===== src/rtl/pwm_ramp_pkg.sv =====
// Shared types and constants for the PWM ramp scheduler.
// Optional feature macro: PWM_RAMP_SNAP_EN (snap command on ADDR_SNAP).
package pwm_ramp_pkg;

    localparam int CMP_SIZE_DEFAULT = 10;

    localparam logic [3:0] ADDR_STEP    = 4'd8;
    localparam logic [3:0] ADDR_CLR_OVR = 4'd9;
    localparam logic [3:0] ADDR_SNAP    = 4'd10;

    typedef enum logic {
        IDLE = 1'b0,
        SCAN = 1'b1
    } state_t;

endpackage


===== src/rtl/pwm_ramp_scheduler_if.sv =====
// Host command / PWM compare bus between the SPI decode,
// the ramp scheduler and the PWM generator bank.
interface pwm_ramp_scheduler_if #(
    parameter int COMPARE_SIZE = 10,
    parameter int CHANNELS     = 8
);
    logic                    cmd_valid;
    logic [3:0]              cmd_addr;
    logic [COMPARE_SIZE-1:0] cmd_data;
    logic                    tick;
    logic [CHANNELS-1:0]     pwm_wr;
    logic [COMPARE_SIZE-1:0] pwm_compare;
    logic                    busy;
    logic                    settled;
    logic                    overrun;

    modport master (
        output cmd_valid, cmd_addr, cmd_data, tick,
        input  pwm_wr, pwm_compare, busy, settled, overrun
    );

    modport slave (
        input  cmd_valid, cmd_addr, cmd_data, tick,
        output pwm_wr, pwm_compare, busy, settled, overrun
    );
endinterface


===== src/rtl/pwm_ramp_step.sv =====
// Next compare value: move current toward target by at most step,
// never overshooting and never wrapping.
module pwm_ramp_step #(
    parameter int W = 10
) (
    input  logic [W-1:0] current,
    input  logic [W-1:0] target,
    input  logic [W-1:0] step,
    output logic [W-1:0] nxt,
    output logic         differs
);
    logic [W:0]   w_diff;
    logic [W:0]   w_neg;
    logic         w_up;
    logic [W-1:0] w_mag;
    logic [W-1:0] w_delta;

    always_comb begin
        w_diff  = {1'b0, target} - {1'b0, current};
        w_neg   = '0 - w_diff;
        w_up    = ~w_diff[W];
        w_mag   = w_up ? w_diff[W-1:0] : w_neg[W-1:0];
        w_delta = (step < w_mag) ? step : w_mag;
        nxt     = w_up ? (current + w_delta) : (current - w_delta);
        differs = |w_diff;
    end
endmodule


===== src/rtl/pwm_ramp_scheduler.sv =====
// Round-robin ramp scheduler driving one shared PWM compare write bus.
// Define PWM_RAMP_SNAP_EN to enable the snap command (addr ADDR_SNAP).
module pwm_ramp_scheduler
    import pwm_ramp_pkg::*;
#(
    parameter int COMPARE_SIZE = CMP_SIZE_DEFAULT,
    parameter int CHANNELS     = 8
) (
    input  logic                 clk,
    input  logic                 rst,
    pwm_ramp_scheduler_if.slave  bus
);
    localparam int IW = 3;
    localparam logic [IW-1:0] LAST = IW'(CHANNELS - 1);

    typedef logic [COMPARE_SIZE-1:0] val_t;

    state_t              r_state, w_state_nxt;
    logic [IW-1:0]       r_idx, w_idx_nxt;
    logic                r_pending, w_pending_nxt;
    logic                r_overrun, w_overrun_nxt;

    val_t                r_step;
    val_t                r_target  [CHANNELS];
    val_t                r_current [CHANNELS];
    logic [CHANNELS-1:0] r_pwm_wr;
    val_t                r_pwm_compare;
    logic                r_settled;

    val_t                w_cur, w_tgt, w_nxt;
    logic                w_differs, w_svc;
    logic                w_tgt_wr, w_step_wr, w_clr_ovr;
    logic [CHANNELS-1:0] w_snap;
    logic [CHANNELS-1:0] w_onehot;
    logic                w_all_eq;

    always_comb begin
        w_tgt_wr  = 1'b0;
        w_step_wr = 1'b0;
        w_clr_ovr = 1'b0;
        w_snap    = '0;
        if (bus.cmd_valid) begin
            unique case (1'b1)
                (bus.cmd_addr < 4'(CHANNELS)):    w_tgt_wr  = 1'b1;
                (bus.cmd_addr == ADDR_STEP):      w_step_wr = 1'b1;
                (bus.cmd_addr == ADDR_CLR_OVR):   w_clr_ovr = 1'b1;
`ifdef PWM_RAMP_SNAP_EN
                (bus.cmd_addr == ADDR_SNAP):      w_snap = bus.cmd_data[CHANNELS-1:0];
`endif
                default: ;
            endcase
        end
    end

    // Service always sees the registered target, so a same-cycle
    // target write only takes effect on the next scan.
    assign w_cur = r_current[r_idx];
    assign w_tgt = r_target[r_idx];

    pwm_ramp_step #(.W(COMPARE_SIZE)) u_step (
        .current (w_cur),
        .target  (w_tgt),
        .step    (r_step),
        .nxt     (w_nxt),
        .differs (w_differs)
    );

    assign w_svc = (r_state == SCAN) && w_differs;

    always_comb begin
        w_onehot = '0;
        w_onehot[r_idx] = 1'b1;
    end

    always_comb begin
        w_all_eq = 1'b1;
        for (int i = 0; i < CHANNELS; i++) begin
            if (r_current[i] != r_target[i]) w_all_eq = 1'b0;
        end
    end

    always_comb begin
        w_state_nxt   = r_state;
        w_idx_nxt     = r_idx;
        w_pending_nxt = r_pending;
        w_overrun_nxt = r_overrun;
        if (w_clr_ovr) w_overrun_nxt = 1'b0;
        unique case (r_state)
            IDLE: begin
                if (bus.tick) begin
                    w_state_nxt = SCAN;
                    w_idx_nxt   = '0;
                end
            end
            SCAN: begin
                if (bus.tick) begin
                    if (r_pending) w_overrun_nxt = 1'b1;
                    else           w_pending_nxt = 1'b1;
                end
                if (r_idx == LAST) begin
                    w_idx_nxt     = '0;
                    w_pending_nxt = 1'b0;
                    w_state_nxt   = (r_pending || bus.tick) ? SCAN : IDLE;
                end else begin
                    w_idx_nxt = r_idx + 1'b1;
                end
            end
            default: w_state_nxt = IDLE;
        endcase
    end

    always_ff @(posedge clk or posedge rst) begin
        if (rst) begin
            r_state   <= IDLE;
            r_idx     <= '0;
            r_pending <= 1'b0;
            r_overrun <= 1'b0;
        end else begin
            r_state   <= w_state_nxt;
            r_idx     <= w_idx_nxt;
            r_pending <= w_pending_nxt;
            r_overrun <= w_overrun_nxt;
        end
    end

    always_ff @(posedge clk or posedge rst) begin
        if (rst) begin
            r_step        <= val_t'(1);
            r_pwm_wr      <= '0;
            r_pwm_compare <= '0;
            r_settled     <= 1'b1;
            for (int i = 0; i < CHANNELS; i++) begin
                r_target[i]  <= '0;
                r_current[i] <= '0;
            end
        end else begin
            if (w_step_wr) begin
                r_step <= (bus.cmd_data == '0) ? val_t'(1) : bus.cmd_data;
            end
            r_pwm_wr <= w_svc ? w_onehot : '0;
            if (w_svc) r_pwm_compare <= w_nxt;
            r_settled <= w_all_eq;
            // Snap is applied after service so it wins on collision.
            for (int i = 0; i < CHANNELS; i++) begin
                if (w_svc && (r_idx == IW'(i))) r_current[i] <= w_nxt;
                if (w_snap[i]) r_current[i] <= r_target[i];
                if (w_tgt_wr && (bus.cmd_addr == 4'(i))) r_target[i] <= bus.cmd_data;
            end
        end
    end

    assign bus.pwm_wr      = r_pwm_wr;
    assign bus.pwm_compare = r_pwm_compare;
    assign bus.busy        = (r_state == SCAN);
    assign bus.settled     = r_settled;
    assign bus.overrun     = r_overrun;
endmodule


===== src/flat_wrapper.sv =====
// flat-port wrapper written by rule: the top's interface ports become plain ports
module pwm_ramp_scheduler_flat import pwm_ramp_pkg::*;
#(
    parameter int COMPARE_SIZE = CMP_SIZE_DEFAULT,
    parameter int CHANNELS     = 8
)
  (clk, rst, bus_cmd_valid, bus_cmd_addr, bus_cmd_data, bus_tick, bus_pwm_wr, bus_pwm_compare, bus_busy, bus_settled, bus_overrun);
  pwm_ramp_scheduler_if #(.COMPARE_SIZE(COMPARE_SIZE), .CHANNELS(CHANNELS)) bus_i ();
  input  logic clk;
  input  logic rst;
  input wire logic [$bits(bus_i.cmd_valid)-1:0] bus_cmd_valid;
  input wire logic [$bits(bus_i.cmd_addr)-1:0] bus_cmd_addr;
  input wire logic [$bits(bus_i.cmd_data)-1:0] bus_cmd_data;
  input wire logic [$bits(bus_i.tick)-1:0] bus_tick;
  output wire logic [$bits(bus_i.pwm_wr)-1:0] bus_pwm_wr;
  output wire logic [$bits(bus_i.pwm_compare)-1:0] bus_pwm_compare;
  output wire logic [$bits(bus_i.busy)-1:0] bus_busy;
  output wire logic [$bits(bus_i.settled)-1:0] bus_settled;
  output wire logic [$bits(bus_i.overrun)-1:0] bus_overrun;
  assign bus_i.cmd_valid = bus_cmd_valid;
  assign bus_i.cmd_addr = bus_cmd_addr;
  assign bus_i.cmd_data = bus_cmd_data;
  assign bus_i.tick = bus_tick;
  assign bus_pwm_wr = bus_i.pwm_wr;
  assign bus_pwm_compare = bus_i.pwm_compare;
  assign bus_busy = bus_i.busy;
  assign bus_settled = bus_i.settled;
  assign bus_overrun = bus_i.overrun;
  pwm_ramp_scheduler #(.COMPARE_SIZE(COMPARE_SIZE), .CHANNELS(CHANNELS)) u_core (.clk(clk), .rst(rst), .bus(bus_i));
endmodule

===== config.mk =====
export PLATFORM = sky130hd
export DESIGN_NAME = pwm_ramp_scheduler_flat
export DESIGN_NICKNAME = d
export VERILOG_FILES = /design/src/rtl/pwm_ramp_pkg.sv /design/src/rtl/pwm_ramp_scheduler_if.sv /design/src/rtl/pwm_ramp_step.sv /design/src/rtl/pwm_ramp_scheduler.sv /design/src/flat_wrapper.sv
export SDC_FILE = /design/constraint.sdc
export NUM_CORES = 1
export LEC_CHECK = 0
export ABC_CLOCK_PERIOD_IN_PS = 9480
export BUFFER_PORTS_ARGS = -buffer_cell sky130_fd_sc_hd__buf_2
export CORE_MARGIN = 3
export CORE_UTILIZATION = 30
export DETAILED_ROUTE_END_ITERATION = 6
export SYNTH_ARGS = -nofsm -noshare
export SYNTH_HDL_FRONTEND = slang
export SYNTH_HIERARCHICAL = 1
export SYNTH_SLANG_ARGS = --single-unit

===== constraint.sdc =====
create_clock -name clk -period 9.48 [get_ports clk]
set_clock_uncertainty 0.1 [all_clocks]
set_input_delay 0 -clock clk [delete_from_list [all_inputs] [get_ports clk]]
set_output_delay 0 -clock clk [all_outputs]
set_load 0.02 [all_outputs]

* After elaboration in Yosys (flattened, before gate mapping) *
Index checks and enable logic that the tools add are counted.

cells by class
  shift operators = 0
  eq/ne operators = 25
  add/subtract/negate cells = 5
  mux-type cells = 40
  bitwise gates (word level) = 2
  reductions and logical operators = 25
  $lt $le $gt $ge = 5
  multiply operators = 0
  divide/modulo/power cells = 0

operator list
  operator                                                               count
  10-bit two-way mux                                                     8
  10-bit != test                                                         8
  10-bit binary-select mux with 3-bit select                             2
  1-bit two-way mux                                                      24
  1-bit logical AND                                                      18
  4-bit by 3-bit == test with 1-bit output (second input constant)       4
  3-bit == test (second input constant)                                  4
  11-bit OR reduction                                                    1
  10-bit by 10-bit subtractor with 11-bit output                         1
  10-bit adder                                                           1
  10-bit logical NOT                                                     1
  10-bit < comparator                                                    1
  1-bit by 10-bit subtractor with 10-bit output (first input constant)   1
  10-bit subtractor                                                      1
  4-bit by 2-bit == test with 1-bit output (second input constant)       2
  4-bit == test (second input constant)                                  2
  8-bit two-way mux                                                      1
  3-bit by 2-bit == test with 1-bit output (second input constant)       2
  3-bit two-way mux                                                      2
  3-bit case mux with 2 select lines                                     1
  4-bit by 1-bit == test with 1-bit output (second input constant)       1
  4-bit greater-or-equal comparator (second input constant)              1
  4-bit logical NOT                                                      1
  3-bit by 4-bit < comparator with 1-bit output (second input constant)  1
  other kinds (13)                                                       13

storage, ports and cells
  RAM bits = 0
  memory bits (read-only) = 0
  bits of input ports = 18
  latch bits = 0
  word-level logic and storage cells = 126
  output and inout bits = 21
  register bits = 195
  memories = 0

* Longest topological paths before layout *
Gate-level depths: netlist of run 1.

  depth after elaboration = 11
  gate-level depth with buffers = 37
  gate-level depth less buffers = 34

* Cells and area by module *
Netlist of run 1, hierarchy kept.

modules (own cells, without submodules)
  module              instances  seq. area each (µm²)  cells each  area each (µm²)
  pwm_ramp_scheduler  1          4882.2                685         9585.4
  pwm_ramp_step       1          0.0                   245         1760.4

* Worst setup path after synthesis of run 1 *
Ideal clock, no wire load.

  path type = reg-to-reg
  start = reg u_core.r_idx[0]
  end = reg u_core.r_pwm_compare[9] (netlist: u_core/bus.pwm_compare[9])
  path buffers = 3
  data required time = 9.314 ns
  setup slack = 2.110 ns
  library setup time = 0.066 ns
  stages on the path, launching flop included = 35
  arrival time = 7.204 ns
  clock period less this slack = 7.370 ns
  cells stage by stage = dfrtp_1 > buf_2 > buf_4 > mux4_2 > nand2_1 > nand2_1 > ha_1 > fa_1 > nand2b_1 > a21bo_1 > and4_1 > or3_1 > nor2_1 > a21oi_1 > xor2_1 > ha_1 > a2111o_1 > o21ai_1 > o21a_1 > buf_2 > nor2_1 > a21oi_1 > ha_1 > a21oi_1 > ha_1 > nor2b_1 > o2111ai_1 > nand3_1 > o41a_1 > a21oi_1 > o21bai_1 > xnor2_1 > xnor2_1 > xnor2_1 > mux2_2

on the way
  word-level cells in the longest chain between the ends = 11
  elaborated cells between the ends (all ways) = 17
  those cells by class = add/sub (4); order compare (1); mux (9); bitwise (1); reduce/logical (2)

RTL lines
  item                                                        line                       source
  start: declaration                                          pwm_ramp_scheduler.sv:19   logic [IW-1:0] r_idx, w_idx_nxt;
  start signal: assignment                                    pwm_ramp_scheduler.sv:120  r_idx <= w_idx_nxt;
  3-bit NOT with 4-bit output (not written as such) (*)       pwm_ramp_scheduler.sv:57   assign w_cur = r_current[r_idx];
  10-bit binary-select mux with 3-bit select (*)              pwm_ramp_scheduler.sv:57
  10-bit two-way mux (not written as such) (*) (2 in series)  pwm_ramp_scheduler.sv:57
  named net u_core.w_cur[0]                                   pwm_ramp_scheduler.sv:30   val_t w_cur, w_tgt, w_nxt;
  10-bit by 10-bit subtractor with 11-bit output              pwm_ramp_step.sv:19        w_diff = {1'b0, target} - {1'b0, current};
  1-bit by 10-bit subtractor with 10-bit output               pwm_ramp_step.sv:20        w_neg = '0 - w_diff;
  10-bit two-way mux                                          pwm_ramp_step.sv:22        w_mag = w_up ? w_diff[W-1:0] : w_neg[W-1:0];
  10-bit < comparator                                         pwm_ramp_step.sv:23        w_delta = (step < w_mag) ? step : w_mag;
  10-bit two-way mux                                          pwm_ramp_step.sv:23
  10-bit adder or 10-bit subtractor (tied branches)           pwm_ramp_step.sv:24        nxt = w_up ? (current + w_delta) : (current - w_delta);
  10-bit two-way mux (*)                                      pwm_ramp_step.sv:24
  named net u_core.w_nxt[9]                                   pwm_ramp_scheduler.sv:30
  end signal: assignment                                      pwm_ramp_scheduler.sv:141  if (w_svc) r_pwm_compare <= w_nxt;
  end: declaration                                            pwm_ramp_scheduler.sv:27   val_t r_pwm_compare;

Mark *: on every way through the listed nets, which the timed path passes. The rest lies on a longest branch. The select of a mux whose other input is x is not followed.
A chain may end at the register's enable or synchronous reset.

* Worst setup path in the final report of run 1 *
  start = reg u_core.r_idx[1]
  end = reg u_core/r_current[79] (netlist bit)

on the way
  word-level cells in the longest chain between the ends = 11
  elaborated cells between the ends (all ways) = 19
  those cells by class = add/sub (4); order compare (1); mux (9); bitwise (1); reduce/logical (4)

RTL lines
  item                                                        line                       source
  3-bit NOT with 4-bit output (not written as such) (*)       pwm_ramp_scheduler.sv:58   assign w_tgt = r_target[r_idx];
  10-bit binary-select mux with 3-bit select (*)              pwm_ramp_scheduler.sv:58
  10-bit two-way mux (not written as such) (*) (2 in series)  pwm_ramp_scheduler.sv:58
  named net u_core.w_tgt[7]                                   pwm_ramp_scheduler.sv:30
  10-bit by 10-bit subtractor with 11-bit output (*)          pwm_ramp_step.sv:19
  1-bit by 10-bit subtractor with 10-bit output               pwm_ramp_step.sv:20
  10-bit two-way mux                                          pwm_ramp_step.sv:22
  10-bit < comparator                                         pwm_ramp_step.sv:23
  10-bit two-way mux                                          pwm_ramp_step.sv:23
  10-bit adder or 10-bit subtractor (tied branches)           pwm_ramp_step.sv:24
  10-bit two-way mux (*)                                      pwm_ramp_step.sv:24
  named net u_core.w_nxt[9]                                   pwm_ramp_scheduler.sv:30
  end signal: indexed assignment                              pwm_ramp_scheduler.sv:145  if (w_svc && (r_idx == IW'(i))) r_current[i] <= w_nxt;
  end signal: indexed assignment                              pwm_ramp_scheduler.sv:146  if (w_snap[i]) r_current[i] <= r_target[i];
  end: declaration                                            pwm_ramp_scheduler.sv:25   val_t r_current [CHANNELS];

Marks and branches as above.

==> impl_metrics.ini, run 1 <==
[status]
run_status = finished clean

[global_routing]
grt_use_total_pct = 15.71
number_of_antenna_violations_at_the_first_check_in_global_routing = 3
grt_max_degree = 102
grt_pass1_vias = 7662
grt.overflow.total = 0
grt_pass1_wl_um = 48310

[routing]
drt-vias-per-instance = 5.109
totalWireLength_um = 31730
detailedRoute.firstPassIterationCount = 5
drt_iter0_drc = 538
antenna_left = 0
detail_route.drc_violations = 0
route.detailed.wl_per_inst_um = 21.28
vias = 7617

[timing]
finalSetupViolCount = 0
max_slew.worst_pin.slew_ns = 1.174
period_minus_slack_ns = 8.534
setup-tns-final_ns = 0
fin_max_slew_vios = 0
layout_worst_path_cycle_share_pct = 90.02
slew_headroom_pct = 21.45
grt_setup_unrepaired = false
timing_limited_maximum_frequency_ghz = 0.1172
timing.final.hold_violations = 0

[yosys]
synth.lib_cells_used.distinct = 72
synth-async-reset-ratio_pct = 100.0
synth_seq_cells = 195
yosys.area.top_type_share_pct = 42.57
postSynth.topFlopCell = dfrtp_1
post-synth-top-count-cell = dfrtp_1
synthTopCellsByCount = 193 x dfrtp_1, 155 x mux2_2, 83 x nand2_1
synth.cell_area_um2 = 11350
post_synth.cell_area_avg_um2 = 12.20
number_of_enable_flip_flop_cells_after_synthesis = 0
post-synth-top-area-cell = dfrtp_1
yosysWarnings = 6
netlist_top_cells_area = dfrtp_1 43%, mux2_2 15%, mux4_2 7.9%
synth.yosys.seq_area_share_pct = 43.03
synthesized_nets = 986
synth_cells = 930

[clock_tree]
cts.reportedPaths.clkPinSlew_ns = 0.08
clkSinkCount = 195
number_of_clock_buffers_inserted_by_tritoncts = 17
cts_tree = done
post_cts.repair.setup_buffers = 0
postCtsHoldBufs = 14
clockRootBuffer = clkbuf_16
ctsResizeCount = 0
cts_h_tree_depth = 4
clk_latency_ns = 0.44
max-clock-path-buffers = 2

[setup_path]
timing.critical_path.to_type = register
critPathSlowestCell = dfrtp_2
critPathArrivalTime_ns = 8.81
worst_setup_start_kind = register
critical_path_required_ns = 9.75
critPathKind = register to register
cp_slowest_stage_delay_ns = 0.95
critical_path_peak_fanout = 32

[place]
detailedPlacementHpwl_um = 22110
port_buffers = 38
gp_congestion = 0.8681

[finish]
multiInputGateArea_um2 = 6133
post_route_cells_drive_above_1_share_pct = 32.83
filler_cell_count = 3705
area_growth_pct = 13.12
antennaDiodeCount = 0
seq_area_um2 = 4885
num-nets-final = 1030

[floorplan]
die_y_um = 200.5
floorplan.initialDensity_pct = 30.70
die-width_um = 200.5
io_pins = 39
placement_rows = 70
die_area_um2 = 40190
core_area_um2 = 36960

[hold_path]
hold_path_class = primary input to asynchronous set/reset pin

[run]
cap_violations = 0
## stage by stage
step | util (%) | area (um^2) | std cells | hold slack [ns] | setup WS (ns)
6_report | 34.73 | 12830 | 1491 | 0.09006 | 0.9457
3_5_place_dp | 32.63 | 12060 | 1445 | 0.06539 | 0.9514
4_1_cts | 34.73 | 12830 | 1491 | 0.1102 | 0.9061
3_3_place_gp | 32.63 | 12060 | 1445 | 0.07444 | 1.089
2_1_floorplan | - | 11350 | 930 | -0.01373 | 2.110
5_1_grt | 34.73 | 12830 | 1491 | 0.1425 | 0.3187
## sequential cells by signal, indices dropped and copies added (netlist names)
| signal | cells |
|---|---|
| u_core/r_idx | 3 |
| u_core/bus.pwm_compare | 10 |
| u_core/r_pending | 1 |
| u_core/bus.busy | 1 |
| u_core/r_target | 80 |
| u_core/bus.overrun | 1 |
| u_core/bus.pwm_wr | 8 |
| u_core/bus.settled | 1 |
| u_core/r_current | 80 |
| u_core/r_step | 10 |
## routing by layer
layer / wire (um) / track usage (%)
met4: 805 / 4.918
met3: 1342 / 2.530
met1: 14550 / 21.58
met5: 0 / 0
met2: 15030 / 25.58
## area by class of cell
cell class,instances,area share (%)
Sequential cell,195,38.06
Inverter,34,1.053
Multi-Input combinational cell,664,47.79
Clock inverter,15,1.618
Tap cell,504,4.913
Timing Repair Buffer,62,3.256
Clock buffer,17,3.314
## worst max-delay path: cells and delay by family (launching register included)
kind                     cells  cell delay (ns)
AND/OR/NAND/NOR              6             0.91
adder cells (fa/ha/maj)      4             1.09
multiplexers                 2             0.88
AO/OA/AOI/OAI               12             3.37
flip-flops                   1             0.95
buffers and inverters        1             0.07
XOR/XNOR                     4             1.11
## final timing paths
kind / slack, ns / cells past startpoint / endpoint / from
worst min register to register: 0.39 / 1 / u_core/bus.overrun / u_core/bus.overrun
worst max register to register: 0.95 / 29 / u_core/r_current[79] / u_core/r_idx[1]
min in group clk: 0.11 / 4 / u_core/r_step[0] / bus_cmd_addr[0]
max in group asynchronous: 8.05 / 4 / u_core/r_target[20] / rst
worst max-delay path: 0.95 / 29 / u_core/r_current[79] / u_core/r_idx[1]
worst min-delay path: 0.09 / 3 / u_core/bus.pwm_wr[0] / rst
## cell usage in the layout (no fill, tap or decap), types with 5 or more instances in the layout
| master | n |
|---|---|
| a21oi_1 | 25 |
| a31oi_1 | 5 |
| buf_2 | 38 |
| buf_4 | 9 |
| clkbuf_16 | 17 |
| dfrtp_1 | 191 |
| dlygate4sd3_1 | 14 |
| ha_1 | 36 |
| inv_1 | 33 |
| mux2_1 | 6 |
| mux2_2 | 155 |
| mux2_4 | 16 |
| mux4_2 | 40 |
| nand2_1 | 83 |
| nand2_2 | 8 |
| nand2b_1 | 8 |
| nand3_1 | 13 |
| nand4_1 | 17 |
| nor2_1 | 25 |
| nor3_1 | 8 |
| nor4_1 | 15 |
| o21ai_0 | 16 |
| o21ai_1 | 5 |
| xnor2_1 | 64 |
| xor2_1 | 43 |
## cell families after synthesis
group / count (synthesis) / share of synthesized area, %
buffers and inverters: 71 / 3.000
adder cells (fa/ha/maj): 38 / 4.323
flip-flops: 195 / 43.03
multiplexers: 221 / 26.39
AND/OR/NAND/NOR: 209 / 9.683
XOR/XNOR: 108 / 8.403
AO/OA/AOI/OAI: 88 / 5.172
Power of run 1 is left out: the tool's default activity adds up to more than one toggle a clock period on the data nets, which glitch-free logic cannot reach.
==> run 2, diff against run 1 <==
- PLACE_DENSITY: default -> 0.43
==> run 2 against run 1 <==
Net effect: wire length is 12% higher; maximum frequency shrank 1.3%; count of clock-buffer cells in the layout increased by 6; worst hold slack worse by 0.041 ns; register-to-register slack worse by 0.11 ns; non-clock buffer count stayed put; final cell count about the same; sequential share of layout area rose by 0.21 points; flip-flop and latch count unchanged; setup slack worse by 0.11 ns; critical path depth is 1 higher; die area unchanged; largest cell class unchanged; highest routed layer unchanged.
==> impl_metrics.ini, run 2 (synthesis gave the netlist of run 1 again) <==
[setup_path]
critPathSlowestCell = dfrtp_2
timing.critical_path.to_type = register
timing.rr.start = u_core/r_idx[0]
timing.critical_path.from = u_core/r_idx[0]
worst_setup_start_kind = register
critical_path_peak_fanout = 31
critPathArrivalTime_ns = 8.93
critPathKind = register to register
cp_slowest_stage_delay_ns = 0.68
critical_path_required_ns = 9.77

[global_routing]
grt_use_total_pct = 17.94
number_of_antenna_violations_at_the_first_check_in_global_routing = 0
grt_pass1_vias = 7766
grt_max_degree = 129
grt.overflow.total = 0
grt_pass1_wl_um = 53160

[finish]
most_common_cell_after_layout_fill_and_taps_aside = dfrtp_1
largest_registers = u_core/r_current (80), u_core/r_target (80)
antennaDiodeCount = 0
filler_cell_count = 3773
area_growth_pct = 12.51
num-nets-final = 1030
post_route_cells_drive_above_1_share_pct = 32.45
final_cell_mix = 191 x dfrtp_1, 155 x mux2_2, 83 x nand2_1, 64 x xnor2_1, 43 x xor2_1

[timing]
slew_headroom_pct = 22.42
setup-tns-final_ns = 0
timing.final.hold_violations = 0
max_slew.worst_pin.slew_ns = 1.160
fin_max_slew_vios = 0
period_minus_slack_ns = 8.645
layout_worst_path_cycle_share_pct = 91.19
timing_limited_maximum_frequency_ghz = 0.1157
finalSetupViolCount = 0
grt_setup_unrepaired = false

[floorplan]
core_area_um2 = 36960
floorplan.initialDensity_pct = 30.70
placement_rows = 70
die_area_um2 = 40190
die_y_um = 200.5
die-width_um = 200.5
io_pins = 39

[clock_tree]
ctsResizeCount = 0
clk_latency_ns = 0.45
max-clock-path-buffers = 2
clockRootBuffer = clkbuf_16
cts_h_tree_depth = 4
post_cts.repair.setup_buffers = 0
cts.reportedPaths.clkPinSlew_ns = 0.07
number_of_clock_buffers_inserted_by_tritoncts = 17
cts_tree = done
clkSinkCount = 195

[status]
run_status = finished clean

[hold_path]
min-delay-start = bus_cmd_addr[0]
hold_path_class = primary input to register

[routing]
detail_route.drc_violations = 0
drt-vias-per-instance = 5.085
vias = 7576
antenna_left = 0
drt_iter0_drc = 563
detailedRoute.firstPassIterationCount = 5
totalWireLength_um = 35660
route.detailed.wl_per_inst_um = 23.93

[place]
gp_congestion = 0.8124
port_buffers = 38
detailedPlacementHpwl_um = 25090

[run]
cap_violations = 0
[run 2: cell count changes in the layout (fill, tap and decap cells not counted), moves of 3 or more]
cell and delta:
clkinvlp_4 +4, clkbuf_1 +3, clkbuf_8 +3, clkinv_8 -3
inv_6 -3, inv_8 -3
[run 2: layer usage]
metal	vias up	wire length (um)	global-route usage, %
li1	3452	-	-
met3	21	1282	3.097
met1	3967	17340	25.80
met5	-	0	0
met4	0	483	3.965
met2	136	16550	28.45
[run 2: critical path: cells and delay by family, from the launching register on]
| kind | cells | cell delay (ns) |
|---|---|---|
| multiplexers | 2 | 0.80 |
| AND/OR/NAND/NOR | 7 | 1.17 |
| flip-flops | 1 | 0.68 |
| adder cells (fa/ha/maj) | 4 | 1.27 |
| buffers and inverters | 1 | 0.33 |
| XOR/XNOR | 4 | 0.98 |
| AO/OA/AOI/OAI | 12 | 3.20 |
[run 2: worst paths after layout]
check	slack (ns)	endpoint	cells after the start
min in group asynchronous	0.20	u_core/r_current[68]	3
worst max register to register	0.84	u_core/r_current[59]	30
worst min register to register	0.40	u_core/bus.overrun	1
worst min-delay path	0.05	u_core/r_step[0]	5
max in group asynchronous	7.58	u_core/r_step[2]	4
worst max-delay path	0.84	u_core/r_current[59]	30
[run 2: layout make-up]
type | instances | area [um^2] | share of cell area [%]
Timing Repair Buffer | 62 | 417.9 | 3.274
Multi-Input combinational cell | 664 | 6140 | 48.10
Clock inverter | 8 | 78.83 | 0.6175
Inverter | 34 | 135.1 | 1.059
Clock buffer | 23 | 478.0 | 3.744
Sequential cell | 195 | 4885 | 38.27
Tap cell | 504 | 630.6 | 4.940
[run 2: timing repair]
item | in CTS | in global routing
hold buffers | 14 | 0
setup endpoints to repair | 0 | 0
hold endpoints to repair | 222 | 0
[run 2: through the flow]
step	cells	setup slack, ns	area [um^2]	util (%)	hold slack, ns
2_1_floorplan	930	2.110	11350	-	-0.01373
3_3_place_gp	1445	0.9337	12070	32.65	0.1784
3_5_place_dp	1445	0.8088	12070	32.65	0.1845
4_1_cts	1490	0.7661	12760	34.54	0.03192
5_1_grt	1490	0.1930	12760	34.54	0.05506
6_report	1490	0.8354	12760	34.54	0.04865
Power of run 2 is left out for the same reason.
